[src/rtl/fetch_ctrl_pkg.sv]
// Shared CPU constants for the fetch path: reset vector, instruction window size,
// word increment, plus the fetch FSM state and FIFO entry types.
package fetch_ctrl_pkg;

   localparam logic [31:0] CPU_RESET_PC = 32'h0000_3000;
   localparam int unsigned CPU_IM_WORDS = 1024;
   localparam logic [31:0] CPU_WORD_INC = 32'd4;

   typedef enum logic {
      RUN   = 1'b0,
      FAULT = 1'b1
   } fetch_state_t;

   typedef struct packed {
      logic [31:0] pc;
      logic [31:0] instr;
   } fetch_entry_t;

endpackage

[src/rtl/fetch_q.sv]
// Two-entry FIFO for fetched {pc, instr} pairs. Flush wins over push/pop in the same cycle.
module fetch_q (
   input  logic        clk,
   input  logic        reset,
   input  logic        push,
   input  logic        pop,
   input  logic        flush,
   input  logic [63:0] din,
   output logic [63:0] dout,
   output logic        full,
   output logic        empty
);

   logic [63:0] mem [2];
   logic        wr_ptr;
   logic        rd_ptr;
   logic [1:0]  count;

   // A push into a full queue is only legal alongside a pop; the write then lands in
   // the slot being vacated, which becomes the new tail.
   always_ff @(posedge clk) begin
      if (reset || flush) begin
         wr_ptr <= 1'b0;
         rd_ptr <= 1'b0;
         count  <= 2'd0;
      end else begin
         if (push) begin
            mem[wr_ptr] <= din;
            wr_ptr      <= ~wr_ptr;
         end
         if (pop) begin
            rd_ptr <= ~rd_ptr;
         end
         count <= count + {1'b0, push} - {1'b0, pop};
      end
   end

   assign dout  = mem[rd_ptr];
   assign full  = (count == 2'd2);
   assign empty = (count == 2'd0);

endmodule

[src/rtl/fetch_ctrl.sv]
// Instruction fetch controller: drives the fetch PC to a combinational instruction
// memory, buffers fetched words for decode and faults on out-of-window fetches.
module fetch_ctrl
   import fetch_ctrl_pkg::*;
#(
   parameter logic [31:0] RESET_PC = CPU_RESET_PC,
   parameter int unsigned IM_WORDS = CPU_IM_WORDS
) (
   input  logic        clk,
   input  logic        reset,
   input  logic        redirect_valid,
   input  logic [31:0] redirect_pc,
   output logic [31:0] im_pc,
   input  logic [31:0] im_instr,
   output logic        out_valid,
   input  logic        out_ready,
   output logic [31:0] out_pc,
   output logic [31:0] out_instr,
   output logic        fault
);

   // 33-bit bounds so a window ending at 2^32 does not wrap.
   localparam logic [32:0] WIN_LO = {1'b0, RESET_PC};
   localparam logic [32:0] WIN_HI = WIN_LO + 33'(IM_WORDS) * {1'b0, CPU_WORD_INC};

   fetch_state_t state_q, state_d;
   logic [31:0]  fpc_q, fpc_d;
   logic         push, pop, flush, full, empty, in_window;
   fetch_entry_t entry_in, head;
   logic [63:0]  head_raw;

   assign im_pc     = fpc_q;
   assign in_window = ({1'b0, fpc_q} >= WIN_LO) && ({1'b0, fpc_q} < WIN_HI)
                      && (fpc_q[1:0] == 2'b00);
   assign out_valid = !empty;
   assign pop       = out_valid && out_ready;
   assign entry_in  = '{pc: fpc_q, instr: im_instr};
   assign head      = fetch_entry_t'(head_raw);
   assign out_pc    = head.pc;
   assign out_instr = head.instr;
   assign fault     = (state_q == FAULT);

   always_ff @(posedge clk) begin
      if (reset) begin
         state_q <= RUN;
         fpc_q   <= RESET_PC;
      end else begin
         state_q <= state_d;
         fpc_q   <= fpc_d;
      end
   end

   // Redirect outranks the window check, so a bad target is only caught once it sits in fpc.
   always_comb begin
      state_d = state_q;
      fpc_d   = fpc_q;
      push    = 1'b0;
      flush   = 1'b0;
      if (state_q == RUN) begin
         if (redirect_valid) begin
            flush = 1'b1;
            fpc_d = redirect_pc;
         end else if (!in_window) begin
            state_d = FAULT;
         end else if (!full || pop) begin
            push  = 1'b1;
            fpc_d = fpc_q + CPU_WORD_INC;
         end
      end
   end

   fetch_q u_fetch_q (
      .clk   (clk),
      .reset (reset),
      .push  (push),
      .pop   (pop),
      .flush (flush),
      .din   (entry_in),
      .dout  (head_raw),
      .full  (full),
      .empty (empty)
   );

endmodule

[config.mk]
export PLATFORM = sky130hd
export DESIGN_NAME = fetch_ctrl
export DESIGN_NICKNAME = d
export VERILOG_FILES = /design/src/rtl/fetch_ctrl_pkg.sv /design/src/rtl/fetch_q.sv /design/src/rtl/fetch_ctrl.sv
export SDC_FILE = /design/constraint.sdc
export NUM_CORES = 1
export LEC_CHECK = 0
export BUFFER_PORTS_ARGS = -buffer_cell sky130_fd_sc_hd__buf_2
export CORE_MARGIN = 5
export CORE_UTILIZATION = 48
export DETAILED_ROUTE_END_ITERATION = 8
export PLACE_DENSITY = 0.75
export SLEW_MARGIN = 25
export SYNTH_ARGS = -nofsm -noshare
export SYNTH_HDL_FRONTEND = slang
export SYNTH_HIERARCHICAL = 1
export SYNTH_SLANG_ARGS = --single-unit
export TNS_END_PERCENT = 100
[constraint.sdc]
create_clock -name clk -period 8.25 [get_ports clk]
set_input_delay 0.4125 -clock clk [delete_from_list [all_inputs] [get_ports clk]]
set_output_delay 0.4125 -clock clk [all_outputs]
set_load 0.01 [all_outputs]
==> metrics.yaml, run 1 <==
outcome:
  status: "finished clean"
synth:
  synth_area_leaders: "edfxtp_1, mux2_4, dfxtp_1, nand2_1, a22o_1"
  syn_inst: 458
  synth.net_count: 530
  synthArstFlopShare_pct: 0
  ys_top_cells_by_count: "edfxtp_1, mux2_4, nand2_1"
  synth_area_um2: 7010
  yosys_warnings: 6
  ys_types: 58
  synth_edf_count: 128
  ys_seq_elements: 166
  synth.largest_area_cell: "edfxtp_1"
  syn_area_per_cell_um2: 15.3
  synth_top_area_share_pct: 54.8
  ys_seq_area_share_pct: 65.6
  synth_most_common_cell: "edfxtp_1"
  yosys_most_used_dff: "edfxtp_1"
detailed_routing:
  wl_per_cell_um: 19.1
  post-route-drc-count: 0
  avgViaCountPerCell: 5.47
  vias: 4511
  first_pass_iters: 4
  ant_nets: 0
  drt-total-wl_um: 15800
  first_iter_violations: 370
layout:
  area_growth_pct: 22.0
  fill_cells: 1165
  insertedDiodeCount: 0
  drive_above_1_share_pct: 43.8
  nNetsFinal: 699
timing:
  hold_viol: 0
  maxSlewHeadroom_pct: 37.9
  tns_ps: 0
  worstMarginPinSlew_ps: 932
  setup_viol: 0
  skew_ps: 9.10
  period_share_pct: 37.9
  finalMaxSlewViolations: 0
  min_period_ps: 3120
  max_freq_mhz: 320
  rsz0062_at_grt: "no"
worst_setup_path:
  crit_path_max_fanout: 64
  worst-r2r-cell-count: 5
  critPathRequiredTime_ps: 8290
  critPathArrivalTime_ps: 3160
  critPathKind: "register to register"
  r2r-end: "u_fetch_q/mem[1][35]$_DFFE_PP_"
  reg2reg_slack_ps: 5130
  r2r-start: "im_pc[27]$_SDFFE_PP0P_"
  endpoint_kind: "register"
  start_kind: "register"
floorplanning:
  die_h_um: 131
  rows: 44
  start_util_pct: 48.6
  boundaryPins: 166
  die_w_um: 131
  dieArea_um2: 17100
  core_area_um2: 14400
clock_tree:
  cts_tree: "built"
  clockRootBuffer: "clkbuf_16"
  cts_made_buffers: 17
  holdBufCountCts: 0
  htree_levels: 4
  cts_resized: 0
  clk_latency_ps: 420
  numClockSinks: 166
  clkTransAtPathRegs_ps: 60
  clk_path_buf_depth: 2
  cts_setup_buffers: 0
flow_run:
  drv_cap: 0
worst_hold_path:
  hp-class: "input pin to register"
  min_delay_path_depth: 1
  worstHoldEndpoint: "u_fetch_q/mem[0][29]$_DFFE_PP_"
  hp-start: "im_instr[29]"
place:
  gp_congestion: 0.924
  dpl.hpwl_um: 11100
  port_buffers: 165
power_and_ir_drop:
  powerDensity_nw_per_um2: 219
  vdd_ir_drop_max_v: 0.000143
  p_total_uw: 1880
  leakagePower_uw: 0.00339
global_routing:
  gr-total-overflow: 0
  track_usage_pct: 18.8
  grt_max_degree: 65
  first_global_vias: 4546
  antenna_found_initial: 0
  grt_first_pass_wirelength_um: 24400
## cell usage in the layout, fill, tap and decap left out, drive strengths merged, types with 7 or more instances in the layout
cell and count:
mux2 64, edfxtp 128, nor3 9, dfxtp 38, a22o 14, nor2 19, o31ai 7, buf 169
inv 14, clkbuf 22, nand2 42, nand3 10, o41ai 7, nor4 8, o21ai 16, a21oi 16
## routing by layer
metal | global-route usage, % | vias up | routed length, um
li1 | - | 2093 | -
met1 | 23.8 | 2174 | 6440
met2 | 30.8 | 217 | 7670
met3 | 5.16 | 27 | 1350
met4 | 7.20 | 0 | 303
met5 | 0 | - | 0
## sequential cells by signal, summed over array words and instances (netlist names), named ones only
| signal | count |
|---|---|
| u_fetch_q/wr_ptr | 1 |
| u_fetch_q/count | 2 |
| u_fetch_q/rd_ptr | 1 |
| fault | 1 |
| im_pc | 32 |
| u_fetch_q/mem | 128 |
## worst max-delay path by stage
stage          slack (ps)              startpoint                              to
2_1_floorplan        2810  im_pc[23]$_SDFFE_PP0P_   u_fetch_q/mem[0][0]$_DFFE_PP_
3_3_place_gp         5300  im_pc[23]$_SDFFE_PP0P_  u_fetch_q/mem[1][20]$_DFFE_PP_
3_5_place_dp         5190  im_pc[27]$_SDFFE_PP0P_  u_fetch_q/mem[1][17]$_DFFE_PP_
4_1_cts              5150  im_pc[27]$_SDFFE_PP0P_  u_fetch_q/mem[1][22]$_DFFE_PP_
5_1_grt              5030  im_pc[27]$_SDFFE_PP0P_  u_fetch_q/mem[1][33]$_DFFE_PP_
6_report             5130  im_pc[27]$_SDFFE_PP0P_  u_fetch_q/mem[1][35]$_DFFE_PP_
## critical path: stages (launching register included)
cell and delay [ps]:
dfxtp_1 360, nor4_1 500, nand4_1 330, or2_1 350, nor2_1 270, and3_4 840
## metrics by stage
stage	util [%]	hold WS, ps	cell area [um^2]	cells	setup slack (ps)
after floorplan	-	489	7020	458	2810
after global placement	55.0	510	7940	791	5300
after detailed placement	55.2	514	7960	792	5190
after CTS	59.3	167	8560	824	5150
after global routing	59.3	170	8560	824	5030
final	59.3	188	8560	824	5130
## cell type report
type                       count  area, um^2  share of cell area (%)
clock buffer                  22         505                    5.91
clock inverter                10        93.8                    1.10
inverter                      14        52.6                   0.614
multi-input combinational    259        2200                    25.7
sequential                   166        4610                    53.9
tap                          184         230                    2.69
timing repair buffer         169         868                    10.1
## cell families (layout without fill, tap and decap cells)
family / Yosys count / in the layout / synth area share (%)
buffers and inverters: 33 / 215 / 3.32
adder cells (fa/ha/maj): 4 / 4 / 0.714
multiplexers: 66 / 66 / 13.8
XOR/XNOR: 3 / 3 / 0.571
AND/OR/NAND/NOR: 110 / 110 / 8.42
AO/OA/AOI/OAI: 76 / 76 / 7.56
flip-flops: 166 / 166 / 65.6
## where the power goes
part / internal [uW] / total, uW / leakage (uW) / switching (uW)
logic: 67.0 / 157 / 0.00160 / 90.1
registers: 922 / 950 / 0.00150 / 28.5
clock network: 465 / 770 / 0.000289 / 305
No activity file was read; power rests on OpenSTA's default activity.
==> run 2, diff against run 1 <==
CORE_UTILIZATION = 53   (was 48)
PLACE_DENSITY = 0.79   (was 0.75)
clock period = 2.92 ns   (was 8.25 ns; I/O delays follow)
==> metrics.yaml, run 2 (synthesized netlist as in run 1, its figures left out) <==
outcome:
  status: "finished clean"
floorplanning:
  die_h_um: 125
  rows: 42
  core_area_um2: 13100
  start_util_pct: 53.6
  dieArea_um2: 15600
  boundaryPins: 166
  die_w_um: 125
worst_hold_path:
  hp-class: "input pin to register"
layout:
  nNetsFinal: 740
  insertedDiodeCount: 0
  top_register: "u_fetch_q/mem"
  mostFrequentLayoutCells: "buf_2, edfxtp_1, mux2_4"
  largest_register_ffs: 128
  drive_above_1_share_pct: 43.8
  mostFrequentLayoutCell: "buf_2"
  area_growth_pct: 28.5
  fill_cells: 918
power_and_ir_drop:
  powerDensity_nw_per_um2: 606
  vdd_ir_drop_max_v: 0.000373
  p_total_uw: 5460
  leakagePower_uw: 0.00358
worst_setup_path:
  crit_path_max_fanout: 28
  endpoint_kind: "register"
  critPathRequiredTime_ps: 2970
  critPathArrivalTime_ps: 2730
  start_kind: "register"
  critPathKind: "register to register"
global_routing:
  first_global_vias: 4731
  grt_max_degree: 37
  track_usage_pct: 20.5
  antenna_found_initial: 0
  grt_first_pass_wirelength_um: 25200
  gr-total-overflow: 0
timing:
  maxSlewHeadroom_pct: 52.9
  rsz0062_at_grt: "no"
  skew_ps: 6.46
  finalMaxSlewViolations: 0
  period_share_pct: 91.7
  hold_slack_ps: 18.9
  setup_viol: 0
  worstMarginPinSlew_ps: 707
  timing.final.ws_setup_ps: 241
  max_freq_mhz: 373
  tns_ps: 0
  min_period_ps: 2680
  hold_viol: 0
detailed_routing:
  vias: 4653
  ant_nets: 0
  drt-total-wl_um: 16100
  wl_per_cell_um: 18.8
  avgViaCountPerCell: 5.43
  post-route-drc-count: 0
  first_iter_violations: 580
  first_pass_iters: 6
clock_tree:
  numClockSinks: 166
  cts_tree: "built"
  cts_made_buffers: 17
  clk_latency_ps: 410
  cts_resized: 0
  clk_path_buf_depth: 2
  clkTransAtPathRegs_ps: 60
  htree_levels: 4
  clockRootBuffer: "clkbuf_16"
  holdBufCountCts: 33
  cts_setup_buffers: 0
place:
  gp_congestion: 0.927
  pre_cts_ws_ps: 296
  port_buffers: 165
  dpl.hpwl_um: 10900
flow_run:
  drv_cap: 0
run 2: cell count changes in the layout (fill, tap and decap cells not counted), sizes merged:
cell         previous run  this run
buf                   169       177
bufinv                  1         4
clkbuf                 22        19
clkinv                  6         5
clkinvlp                3         4
dlygate4sd3             0        33
run 2: area by class of cell:
cell class / instances / area, um^2 / share of cell area [%]
Timing Repair Buffer: 210 / 1280 / 14.2
Clock inverter: 13 / 181 / 2.01
Tap cell: 176 / 220 / 2.44
Inverter: 14 / 52.6 / 0.583
Sequential cell: 166 / 4620 / 51.3
Multi-Input combinational cell: 259 / 2210 / 24.6
Clock buffer: 19 / 433 / 4.80
run 2: critical path, cell delays in order (launching register included):
cell     delay (ps)
dfxtp_2         360
nor4_1          360
nand4_1         250
or2_1           320
nor2_2          240
nor4b_4         330
buf_4           450
run 2: path summary, 6_finish.rpt:
kind / depth (start not counted) / from / slack [ps] / to
setup / recovery: 6 / im_pc[30]$_SDFFE_PP0P_ / 240 / u_fetch_q/mem[0][29]$_DFFE_PP_
hold reg to reg: 0 / im_pc[15]$_SDFFE_PP0P_ / 500 / u_fetch_q/mem[0][47]$_DFFE_PP_
hold / removal: 3 / redirect_pc[0] / 20 / im_pc[0]$_SDFFE_PP0P_
setup reg to reg: 6 / im_pc[30]$_SDFFE_PP0P_ / 240 / u_fetch_q/mem[0][29]$_DFFE_PP_
run 2: through the flow:
| stage | cell area, um^2 | std cells | utilization [%] |
|---|---|---|---|
| 2_1_floorplan | 7060 | 458 | - |
| 3_3_place_gp | 8070 | 792 | 61.6 |
| 3_5_place_dp | 8070 | 792 | 61.6 |
| 4_1_cts | 9010 | 857 | 68.9 |
| 5_1_grt | 9010 | 857 | 68.9 |
| 6_report | 9010 | 857 | 68.9 |
run 2: report_power, final:
group | internal [uW] | switching, uW
sequential | 2610 | 83.6
combinational | 230 | 259
clock | 1430 | 855
run 2: layer usage:
| layer | track usage, % | share of wire, % | vias to the layer above |
|---|---|---|---|
| met1 | 27.2 | 43 | 2271 |
| met5 | 0 | 0 | - |
| met4 | 4.27 | 0.79 | 0 |
| met2 | 33.0 | 49 | 197 |
| li1 | - | - | 2170 |
| met3 | 7.33 | 7.9 | 15 |
